$ cat src/rtl/mcht_tx_sched.sv
// Round-robin arbiter sharing one Manchester TX path between pNUM_REQ frame sources.
// Launches the winner's message, waits for TX_DNE or timeout, then holds an inter-frame gap.
module mcht_tx_sched #(
  parameter int pNUM_REQ = 4,
  parameter int pMSG_LEN = 8,
  parameter int pIFG_CYC = 4,
  parameter int pTMO_CYC = 1023
) (
  input  logic                         CLK_25M,
  input  logic                         RST,
  input  logic [pNUM_REQ-1:0]          REQ,
  input  logic [pNUM_REQ*pMSG_LEN-1:0] REQ_MSG,
  input  logic                         HALT,
  output logic [pNUM_REQ-1:0]          GNT,
  output logic [pNUM_REQ-1:0]          ACK,
  output logic [pNUM_REQ-1:0]          ERR,
  output logic                         TX_VLD,
  output logic [pMSG_LEN-1:0]          TX_MSG,
  input  logic                         TX_DNE,
  output logic                         BUSY,
  output logic [7:0]                   TMO_CNT,
  output logic [1:0]                   dbg_state
);

  localparam int PTR_W = $clog2(pNUM_REQ);
  localparam logic [15:0] TMO_LAST = 16'(pTMO_CYC - 1);
  localparam logic [7:0]  GAP_LAST = 8'(pIFG_CYC - 1);

  typedef enum logic [1:0] {S_IDLE = 2'd0, S_WAIT = 2'd1, S_GAP = 2'd2} state_t;

  state_t              state_q, state_d;
  logic [PTR_W-1:0]    ptr_q, win_idx;
  logic                win_found;
  logic [15:0]         tmr_q;
  logic [7:0]          gap_q;
  logic                launch, done_ok, done_tmo, gap_end;
  logic [pNUM_REQ-1:0] gnt_d, ack_d, err_d;
  logic [pMSG_LEN-1:0] tx_msg_d;
  logic [7:0]          tmo_cnt_d;
  logic                tx_vld_d, busy_d;

  // Scan starts just after the last winner so every requester is reached within pNUM_REQ frames.
  always_comb begin
    win_found = 1'b0;
    win_idx   = ptr_q;
    for (int off = 1; off <= pNUM_REQ; off++) begin
      if (!win_found && REQ[(int'(ptr_q) + off) % pNUM_REQ]) begin
        win_found = 1'b1;
        win_idx   = PTR_W'((int'(ptr_q) + off) % pNUM_REQ);
      end
    end
  end

  assign launch   = (state_q == S_IDLE) && win_found && !HALT;
  assign done_ok  = (state_q == S_WAIT) && TX_DNE;
  assign done_tmo = (state_q == S_WAIT) && !TX_DNE && (tmr_q == TMO_LAST);
  assign gap_end  = (state_q == S_GAP) && (gap_q == GAP_LAST);

  // State register plus all registered outputs.
  always_ff @(posedge CLK_25M) begin
    if (RST) begin
      state_q <= S_IDLE;
      ptr_q   <= PTR_W'(pNUM_REQ - 1);
      tmr_q   <= '0;
      gap_q   <= '0;
      GNT     <= '0;
      ACK     <= '0;
      ERR     <= '0;
      TX_VLD  <= 1'b0;
      TX_MSG  <= '0;
      BUSY    <= 1'b0;
      TMO_CNT <= '0;
    end else begin
      state_q <= state_d;
      if (launch) ptr_q <= win_idx;
      if (launch) tmr_q <= '0;
      else if (state_q == S_WAIT) tmr_q <= tmr_q + 16'd1;
      gap_q   <= (state_q == S_GAP) ? gap_q + 8'd1 : 8'd0;
      GNT     <= gnt_d;
      ACK     <= ack_d;
      ERR     <= err_d;
      TX_VLD  <= tx_vld_d;
      TX_MSG  <= tx_msg_d;
      BUSY    <= busy_d;
      TMO_CNT <= tmo_cnt_d;
    end
  end

  // Next-state logic; TX_DNE outside WAIT has no effect.
  always_comb begin
    state_d = state_q;
    case (state_q)
      S_IDLE:  if (launch) state_d = S_WAIT;
      S_WAIT:  if (done_ok || done_tmo) state_d = S_GAP;
      S_GAP:   if (gap_end) state_d = S_IDLE;
      default: state_d = S_IDLE;
    endcase
  end

  // Output next values; ACK/ERR are taken from the held grant so they always hit the winner.
  always_comb begin
    gnt_d     = GNT;
    ack_d     = '0;
    err_d     = '0;
    tx_vld_d  = launch;
    tx_msg_d  = TX_MSG;
    tmo_cnt_d = TMO_CNT;
    busy_d    = (state_d != S_IDLE);
    if (launch) begin
      gnt_d          = '0;
      gnt_d[win_idx] = 1'b1;
      tx_msg_d       = REQ_MSG[int'(win_idx)*pMSG_LEN +: pMSG_LEN];
    end
    if (done_ok) begin
      ack_d = GNT;
      gnt_d = '0;
    end
    if (done_tmo) begin
      err_d = GNT;
      gnt_d = '0;
      if (TMO_CNT != 8'hFF) tmo_cnt_d = TMO_CNT + 8'd1;
    end
  end

  assign dbg_state = state_q;

endmodule
$ cat config.mk
export PLATFORM = sky130hd
export DESIGN_NAME = mcht_tx_sched
export DESIGN_NICKNAME = d
export VERILOG_FILES = /design/src/rtl/mcht_tx_sched.sv
export SDC_FILE = /design/constraint.sdc
export NUM_CORES = 1
export LEC_CHECK = 0
export CAP_MARGIN = 15
export CORE_MARGIN = 1.5
export CORE_UTILIZATION = 45
export DETAILED_ROUTE_END_ITERATION = 10
export GPL_TIMING_DRIVEN = 0
export HOLD_SLACK_MARGIN = 0.02
export PLACE_DENSITY = 0.82
export SLEW_MARGIN = 10
export SYNTH_ARGS = -nofsm -noshare
export SYNTH_HDL_FRONTEND = slang
export SYNTH_SLANG_ARGS = --single-unit
$ cat constraint.sdc
create_clock -name CLK_25M -period 2.8 [get_ports CLK_25M]
set_input_delay 0.84 -clock CLK_25M [delete_from_list [all_inputs] [get_ports CLK_25M]]
set_output_delay 0.84 -clock CLK_25M [all_outputs]
set_load 0.02 [all_outputs]
==> impl_metrics.csv, run 1 <==
group,metric,value,unit
pwr,ir_drop,270,uV
min_path,hold_start,"GNT[1]",
drt,via_per_inst,5.25,
min_path,min_path_cells,2,
drt,first_iter_violations,90,
logic_synthesis,ys_ff_latch,58,
worst_setup_path,crit_arrival,2920,ps
timing,whs,491,ps
clock_tree,clk_latency,340,ps
timing,max_slew_margin,61.1,%
clock_tree,cts_root_buffer,"clkbuf_8",
cells_and_area,multi_input_area,1430,sq um
die,rows,27,
logic_synthesis,synth.most_common_cell,"dfxtp_1",
place,place.port_buffers,70,
global_route,grt_pass1_wl,10000,microns
timing,tightest_slew,578,ps
die,core-area,5610,sq um
timing,rsz0062_at_grt,"no",
clock_tree,cts_buffer_depth,2,
worst_setup_path,path_max_fanout,10,
die,chipWidth,80.0,microns
worst_setup_path,reg2reg_depth,7,
clock_tree,postCtsHoldBufs,0,
clock_tree,clk_pin_slew,70,ps
logic_synthesis,synth_nets,333,
cells_and_area,areaGrowthSynthToFinish,36.8,%
outcome,outcome,"complete, no violations",
die,start_util,47.6,%
cells_and_area,antenna_cells,0,
logic_synthesis,post-synth-top-area-cell,"dfxtp_1",
logic_synthesis,netlist_area,2670,sq um
cells_and_area,fin_nets,412,
logic_synthesis,synth_ff_type,"dfxtp_1",
die,boundaryPins,72,
place,finalWeightedCongestion,0.774,
logic_synthesis,ys_seq_area_share,43.5,%
logic_synthesis,synth_commonest_cells,"dfxtp_1 (58), nor2_1 (40), mux2i_1 (17)",
min_path,min_path_type,"reg2reg",
global_route,grt_max_degree,11,
drt,antenna_left,0,
logic_synthesis,synth_edf_count,0,
global_route,grt_pass1_vias,2190,
min_path,min_to,"GNT[1]",
pwr,powerDensity,537,nW/um^2
clock_tree,clkSinkCount,58,
worst_setup_path,r2r_slack,570,ps
cells_and_area,fillers,492,
worst_setup_path,path_class,"in2reg",
die,die_y,80.0,microns
drt,drt_pass1_iterations,4,
drt,via_count,2338,
worst_setup_path,critical_path.endpoint_type,"register",
cells_and_area,drive_gt1_share,8.04,%
logic_synthesis,avgSynthCellArea,9.23,sq um
drt,detail_route.wl_per_cell,13.4,microns
worst_setup_path,required,3060,ps
worst_setup_path,max_stage_delay,500,ps
drt,wirelength,5970,microns
timing,drv_slew,0,
worst_setup_path,path_cells,"clkdlybuf4s50_1 -> nor4b_4 -> nand3_2 -> or3_1 -> buf_2 -> or4_1 -> a21oi_1",
place,dp_hpwl,4340,microns
cells_and_area,regArea,1160,sq um
clock_tree,numCtsBuffers,9,
timing,fmax,376,MHz
timing,period_share,95.0,%
die,die_area,6400,sq um
job,maxCapViolations,0,
pwr,p_leak,0.00134,uW
worst_setup_path,crit-reg2reg-launch,"tmr_q[1]",
clock_tree,h-tree-depth,3,
logic_synthesis,synth.area.top_cells,"dfxtp_1 (44%), mux2i_1 (6.4%), nor2_1 (5.6%)",
global_route,antenna_found_initial,0,
logic_synthesis,ys_async_sr_fraction,0,%
clock_tree,cts_tree,"built",
global_route,grt_usage,20.1,%
global_route,grt_overflow_total,0,
worst_setup_path,startpoint,"TX_DNE",
worst_setup_path,slowest_stage,"clkdlybuf4s50_1",
logic_synthesis,yosys_warnings,0,
timing,finalClockSkew,10.3,ps
timing,final-setup-viol-count,0,
logic_synthesis,synth.distinct_cells,47,
worst_setup_path,reg2reg_to,"TMO_CNT[5]",
timing,finalHoldViolations,0,
timing,min_period,2660,ps
logic_synthesis,synthCells,289,
drt,drc_errors,0,
logic_synthesis,synth_top_area_share,43.5,%
worst_setup_path,setup.worst_path.start_class,"primary input",
timing,fin_setup_tns,0,ps
[flip-flops by register name, summed over array words and instances (netlist names)]
name,count
tmr_q,16
TX_MSG,8
gap_q,8
ptr_q,2
ACK,4
TMO_CNT,8
TX_VLD,1
BUSY,1
GNT,4
dbg_state,2
ERR,4
[through the flow]
| step | util (%) | power, uW | cells | setup slack (ps) | area, sq um |
|---|---|---|---|---|---|
| 2_1_floorplan | - | 1070 | 289 | 476 | 2670 |
| 3_3_place_gp | 61.7 | 1210 | 431 | -257 | 3460 |
| 3_5_place_dp | 61.7 | 1220 | 431 | -310 | 3460 |
| 4_1_cts | 65.2 | 1980 | 447 | 36.7 | 3650 |
| 5_1_grt | 65.1 | 2040 | 445 | 1.08 | 3650 |
| 6_report | 65.1 | 1960 | 445 | 140 | 3650 |
[placed cells by master (no fill, tap or decap), types with 2 or more instances in the layout]
master and count:
mux2i_1 17, ha_1 4, nand2b_1 3, or3_1 8, nor2_1 40, and2_1 9
nor4b_1 2, o31ai_1 2, nand4_1 6, nand3_1 15, dfxtp_1 58, nand2_1 12
clkbuf_8 10, nand3b_1 11, a211o_1 3, xnor2_1 10, or4_1 2, clkdlybuf4s50_1 70
inv_1 4, a21o_1 2, and3_1 4, nor3_1 3, clkinv_2 3, buf_2 2
clkbuf_2 2, xor2_1 13, clkbuf_1 7, a21oi_1 11, o221ai_1 8, o21ai_0 6
nor4_1 4
[worst max path at each step]
stage                 endpoint  slack [ps]  cells past startpoint
global placement     TX_MSG[1]        -260                      7
detailed placement   TX_MSG[0]        -310                      7
floorplan           TMO_CNT[7]         480                      6
CTS                   tmr_q[7]          40                      9
global route         TX_MSG[2]           1                      8
finish              TMO_CNT[5]         140                      7
[worst max-delay path: cells and delay by family]
| family | cells | cell delay, ps |
|---|---|---|
| and+or+nand+nor | 4 | 1240 |
| buffers and inverters | 2 | 670 |
| AOI/OAI and AO/OA | 1 | 170 |
[power by group]
part	internal [uW]	total [uW]	leakage, uW	switching, uW
Sequential	858	887	0.000470	28.7
Clock	432	757	0.000103	325
Combinational	164	316	0.000768	151
Total	1450	1960	0.00134	505
[area by class of cell]
class,instances,area share [%]
inverters,4,0.411
clock buffers,11,3.87
clock inverters,5,1.47
repair buffers,70,19.2
multi-input cells,213,39.0
well taps,72,2.47
plain buffers,12,1.71
flip-flops and latches,58,31.8
[cell families (layout without fill, tap and decap cells)]
group / after synthesis / count (layout) / synth area share [%]
buffers and inverters: 18 / 102 / 3.09
and+or+nand+nor: 130 / 130 / 27.4
DFF: 58 / 58 / 43.5
xor gates and xnor gates: 23 / 23 / 7.55
muxes: 17 / 17 / 6.38
AOI/OAI and AO/OA: 39 / 39 / 10.2
adders and majority gates: 4 / 4 / 1.88
[timing repair]
action,CTS,global route
setup endpoints to repair,0,18
setup buffers,0,0
resized for setup,0,4
[routing by layer]
layer | up-vias | GRT usage (%) | routed length, microns | share of wire, %
met1 | 1086 | 25.3 | 2720 | 45
li1 | 1189 | - | - | -
met2 | 53 | 31.8 | 2890 | 48
met5 | - | 0 | 0 | 0
met3 | 10 | 4.69 | 270 | 4.5
met4 | 0 | 10.0 | 99 | 1.7
Note: power is estimated with default switching activity, not from simulation.
==> run 2: changes to the inputs <==
--- a/config.mk
+++ b/config.mk
@@ -9,7 +9,6 @@
 export CORE_MARGIN = 1.5
 export CORE_UTILIZATION = 45
 export DETAILED_ROUTE_END_ITERATION = 10
-export GPL_TIMING_DRIVEN = 0
 export HOLD_SLACK_MARGIN = 0.02
 export PLACE_DENSITY = 0.82
 export SLEW_MARGIN = 10
==> impl_metrics.csv, run 2 (synthesis results as in run 1) <==
group,metric,value,unit
drt,drt_pass1_iterations,4,
clock_tree,postCtsHoldBufs,0,
place,finalWeightedCongestion,0.779,
pwr,powerDensity,542,nW/um^2
clock_tree,cts_root_buffer,"clkbuf_8",
worst_setup_path,slowest_stage,"or4_1",
drt,drc_errors,0,
place,dp.cells,426,
worst_setup_path,crit_arrival,2800,ps
place,place.port_buffers,71,
timing,tightest_slew,633,ps
timing,fmax,395,MHz
die,core-area,5610,sq um
timing,rsz0062_at_grt,"no",
worst_setup_path,path_class,"in2reg",
die,rows,27,
drt,first_iter_violations,79,
clock_tree,cts_resized,0,
global_route,grt_overflow_total,0,
timing,whs,477,ps
clock_tree,clk_latency,330,ps
cells_and_area,largest_reg_flops,16,
die,die_area,6400,sq um
pwr,p_leak,0.00137,uW
clock_tree,cts_buffer_depth,2,
global_route,grt_max_degree,27,
cells_and_area,antenna_cells,0,
global_route,grt_usage,20.2,%
global_route,antenna_found_initial,0,
pwr,ir_drop,281,uV
worst_setup_path,max_stage_delay,500,ps
timing,fin_setup_tns,0,ps
clock_tree,clk_pin_slew,60,ps
job,maxCapViolations,0,
cells_and_area,fin_cells,441,
clock_tree,cts_tree,"built",
cells_and_area,largest_register,"tmr_q",
place,dp_hpwl,4310,microns
timing,max_slew_margin,57.4,%
global_route,grt_pass1_vias,2289,
timing,finalHoldViolations,0,
timing,min_period,2530,ps
clock_tree,clkSinkCount,58,
timing,period_share,90.5,%
die,boundaryPins,72,
cells_and_area,drive_gt1_share,8.94,%
worst_setup_path,critical_path.endpoint_type,"register",
drt,antenna_left,0,
die,die_y,80.0,microns
min_path,min_path_type,"reg2reg",
timing,drv_slew,0,
global_route,grt_pass1_wl,10000,microns
cells_and_area,final_common_cell,"clkdlybuf4s50_1",
die,chipWidth,80.0,microns
clock_tree,post_cts_buffers,0,
clock_tree,h-tree-depth,3,
drt,via_count,2321,
worst_setup_path,setup.worst_path.start_class,"primary input",
die,start_util,47.6,%
timing,finalClockSkew,2.79,ps
worst_setup_path,required,3070,ps
drt,via_per_inst,5.26,
timing,final-setup-viol-count,0,
drt,detail_route.wl_per_cell,13.3,microns
cells_and_area,final_cell_mix,"clkdlybuf4s50_1 (71), dfxtp_1 (58), nor2_1 (40)",
worst_setup_path,path_cells,"clkdlybuf4s50_1 -> nor4b_4 -> nand3_2 -> or3_1 -> or4_1 -> a21oi_1",
worst_setup_path,path_max_fanout,9,
outcome,outcome,"complete, no violations",
drt,wirelength,5870,microns
clock_tree,numCtsBuffers,9,
cells_and_area,areaGrowthSynthToFinish,39.0,%
cells_and_area,fin_nets,409,
-- run 2: cell count changes in the layout (fill, tap and decap cells not counted), sizes merged --
cell,delta
dlygate4sd1,-1
buf,+5
clkdlybuf4s50,+1
clkinv,-3
clkbuf,-6
-- run 2: path summary, 6_finish.rpt --
check	from	to	slack, ps	cells after the start
setup / recovery	TX_DNE	TMO_CNT[7]	270	6
hold / removal	GNT[0]	GNT[0]	480	2
setup reg to reg	tmr_q[1]	TMO_CNT[7]	620	6
hold reg to reg	GNT[0]	GNT[0]	480	2
-- run 2: layer usage --
layer | routed length (microns) | global-route usage (%) | part of all wire (%)
met1 | 2670 | 24.8 | 46
met2 | 2820 | 32.4 | 48
met3 | 242 | 5.37 | 4.1
met4 | 138 | 10.3 | 2.4
met5 | 0 | 0 | 0
-- run 2: through the flow --
| stage | power, uW | setup WS, ps | utilization, % | instance area (sq um) |
|---|---|---|---|---|
| 2_1_floorplan | 1070 | 476 | - | 2670 |
| 3_3_place_gp | 1230 | -6.95 | 62.5 | 3500 |
| 3_5_place_dp | 1240 | -73.1 | 62.5 | 3500 |
| 4_1_cts | 2030 | 277 | 66.1 | 3710 |
| 5_1_grt | 2100 | 199 | 66.1 | 3710 |
| 6_report | 2010 | 267 | 66.1 | 3710 |
-- run 2: power by group --
| part | total, uW | switching (uW) | internal, uW |
|---|---|---|---|
| Clock | 791 | 313 | 478 |
| Combinational | 330 | 150 | 180 |
| Sequential | 889 | 30.5 | 858 |
| Total | 2010 | 494 | 1520 |
-- run 2: layout make-up --
cell class / count / area [sq um]
inverter: 4 / 15.0
timing repair buffer: 79 / 796
multi-input combinational: 213 / 1440
clock inverter: 2 / 35.0
fill: 486 / 1900
tap: 72 / 90.1
clock buffer: 13 / 169
sequential: 58 / 1160
-- run 2: critical path, delay by kind of cell --
kind	cells	cell delay, ps
buffers and inverters	1	460
and+or+nand+nor	4	1360
AOI/OAI and AO/OA	1	140
==> RTL change (flow settings as in run 2) <==
Change the parameter `pTMO_CYC` from 1023 to 767.
--- a/src/rtl/mcht_tx_sched.sv
+++ b/src/rtl/mcht_tx_sched.sv
@@ -4,7 +4,7 @@
   parameter int pNUM_REQ = 4,
   parameter int pMSG_LEN = 8,
   parameter int pIFG_CYC = 4,
-  parameter int pTMO_CYC = 1023
+  parameter int pTMO_CYC = 767
 ) (
   input  logic                         CLK_25M,
   input  logic                         RST,
Formal check against the unedited RTL: no difference found for any inputs over 4 cycles, from zero or initial values and one cycle with RST high; that may be too few to reach the edited logic, so the function may still have changed.
==> RTL change against run 2 <==
Routed wire length grew 7.4%. Power shrank 0.52%. Count of clock-buffer cells in the layout shrank 2. Global-route usage grew 0.053 points. Synthesized cell count grew 2.4%. Register-to-register slack gained 0.11 ns. Sequential cell count is the same. Sequential share of layout area shrank 0.95 points. Design area grew 3.1%. Worst setup slack gained 0.052 ns. Area after synthesis grew 2.6%. Worst hold slack gained 0.0037 ns.
==> RTL change: results (changes against run 2) <==
Clock network:
- The clock transition time at the flip-flop clock pins of the worst setup and hold paths is 0.07 ns.
- The tree is rooted in a sky130_fd_sc_hd__clkbuf_8.
- The number of clock buffers inserted by TritonCTS came to 9 (unchanged).
- The number of gates resized after cts came to 0 (unchanged).
- The buffers inserted during post-CTS setup optimization is 0 (unchanged).
- The H-tree level count came to 3 (unchanged).
- The maximum number of buffers from clock root to sink was 2 (unchanged).

Logic synthesis:
- Ranked by total cell area, the synthesized netlist is headed by sky130_fd_sc_hd__dfxtp_1 (42%), sky130_fd_sc_hd__mux2i_1 (6.2%), sky130_fd_sc_hd__nor2_1 (5.8%).
- The fraction of the yosys area taken by sequential cells is 0.424 (-0.0109).
- The share of the synthesized area in compound gates (AO/OA/AOI/OAI) is 0.101 (-0.000729).
- The number of unique standard cell types used by synthesis came to 43 (-8.5%).
- The synthesized netlist net count came to 340 (+2.1%).
- The share of async-settable or async-resettable flops after synthesis came to 0 (unchanged).
- The post-synthesis mux area share is 0.0704 (+0.00662).
- The fraction of the mapped netlist area in adder cells is 0.0183 (-0.000471).
- The synthesized-area fraction occupied by xor and xnor cells is 0.0704 (-0.00510).
- The commonest cells after synthesis are sky130_fd_sc_hd__dfxtp_1 (58), sky130_fd_sc_hd__nor2_1 (42), sky130_fd_sc_hd__mux2i_1 (17), sky130_fd_sc_hd__nand2_1 (17), sky130_fd_sc_hd__xnor2_1 (13).
- The netlist area before placement was 2740 sq um (+2.6%).

Pwr:
- The leakage power summed over all cells was 1.41 nW (+3.2%).
- The maximum VDD drop is 0.292 mV (+3.9%).

Final layout:
- The final antenna diode count is 0 (unchanged).
- The number of nets in the finished design was 422 (+3.2%).
- The fraction of final layout cells sized beyond drive strength 1 is 0.115 (+0.0255).

STA:
- The worst clock skew is 0.00767 ns (+0.00488 ns).
- The slew at the pin closest to its max-slew limit is 0.460 ns (-0.173 ns).

Global routing:
- The via count of the first global-routing pass is 2225 (-2.8%).
- The largest net degree at the start of global routing was 17 (-37%).
- The overall fraction of global-route tracks in use came to 0.203 (+0.000532).
- The wire length of the first global-routing pass came to 10100 um (+0.76%).

Routing:
- The total vias in the final route was 2414 (+4.0%).
- The number of detailed-route iterations in the first pass is 4 (unchanged).
- The detailed router's first-iteration violation count is 107 (+35%).
- The average wire per standard cell was 13.8 um (+3.4%).

Status:
- The flow ran to the end, and the final reports show no timing, DRC or antenna violations.

Setup path:
- The largest individual stage delay along the critical path comes from the cell sky130_fd_sc_hd__or3_1.
- The arrival time at the worst endpoint came to 2.75 ns (-0.05 ns).
- The critical-path maximum fanout is 8 (-1).
- The largest stage delay on the critical path came to 0.56 ns (+0.06 ns).

Placement:
- The number of input and output port buffers inserted is 71 (unchanged).
- The half-perimeter wire length after detailed placement is 4730 um (+9.6%).
- The final estimated routing congestion in global placement came to 0.830 (+6.5%).
-- RTL change: cell count changes after synthesis, sizes merged, moves of 4 or more --
cell and delta:
xor2 -4, nor3 +5, nand3 -6, nand2 +5
-- RTL change: metal layers --
metal,wire length [um],vias to the layer above,GRT usage
li1,-,1211,-
met1,2760,1134,0.238
met2,3120,57,0.343
met3,314,12,0.0640
met4,99,0,0.0793
met5,0,-,0
-- RTL change: path summary, 6_finish.rpt --
kind | cells after the start | slack (ns) | endpoint | from
hold reg to reg | 2 | 0.48 | GNT[0] | GNT[0]
setup reg to reg | 5 | 0.73 | TMO_CNT[7] | dbg_state[0]
setup / recovery | 6 | 0.32 | TX_MSG[3] | REQ[0]
hold / removal | 2 | 0.48 | GNT[0] | GNT[0]
-- RTL change: cells by family after synthesis --
| group | Yosys count |
|---|---|
| fa+ha+maj | 4 |
| compound gates | 34 |
| flops | 58 |
| xor+xnor | 22 |
| simple gates | 143 |
| buf+inv | 16 |
| mux | 19 |
-- RTL change: power by group --
part,total [mW],internal (mW),leakage (nW),switching [mW]
logic,0.337,0.181,0.834,0.156
clock network,0.780,0.454,0.105,0.326
registers,0.882,0.855,0.470,0.0270
-- RTL change: through the flow --
step	setup TNS [ns]	worst slack, ns	hold WS [ns]	cell area (sq um)	instances
after floorplan	0	0.569	0.438	2740	296
after global placement	-0.00582	-0.00220	0.460	3620	442
after detailed placement	-0.160	-0.0262	0.473	3620	442
after CTS	0	0.331	0.483	3820	458
after global routing	0	0.216	0.507	3820	458
final	0	0.319	0.481	3820	458
-- RTL change: final cells by class --
cell class,count,area [sq um]
clock buffers,11,151
multi-input cells,222,1520
well taps,75,93.8
repair buffers,84,833
fillers,466,2060
flip-flops and latches,58,1160
inverters,3,11.3
clock inverters,5,52.6
-- RTL change: critical path, delay by kind of cell --
kind / cells / cell delay (ns)
and+or+nand+nor: 3 / 0.88
AOI/OAI and AO/OA: 2 / 0.51
buffers and inverters: 1 / 0.51
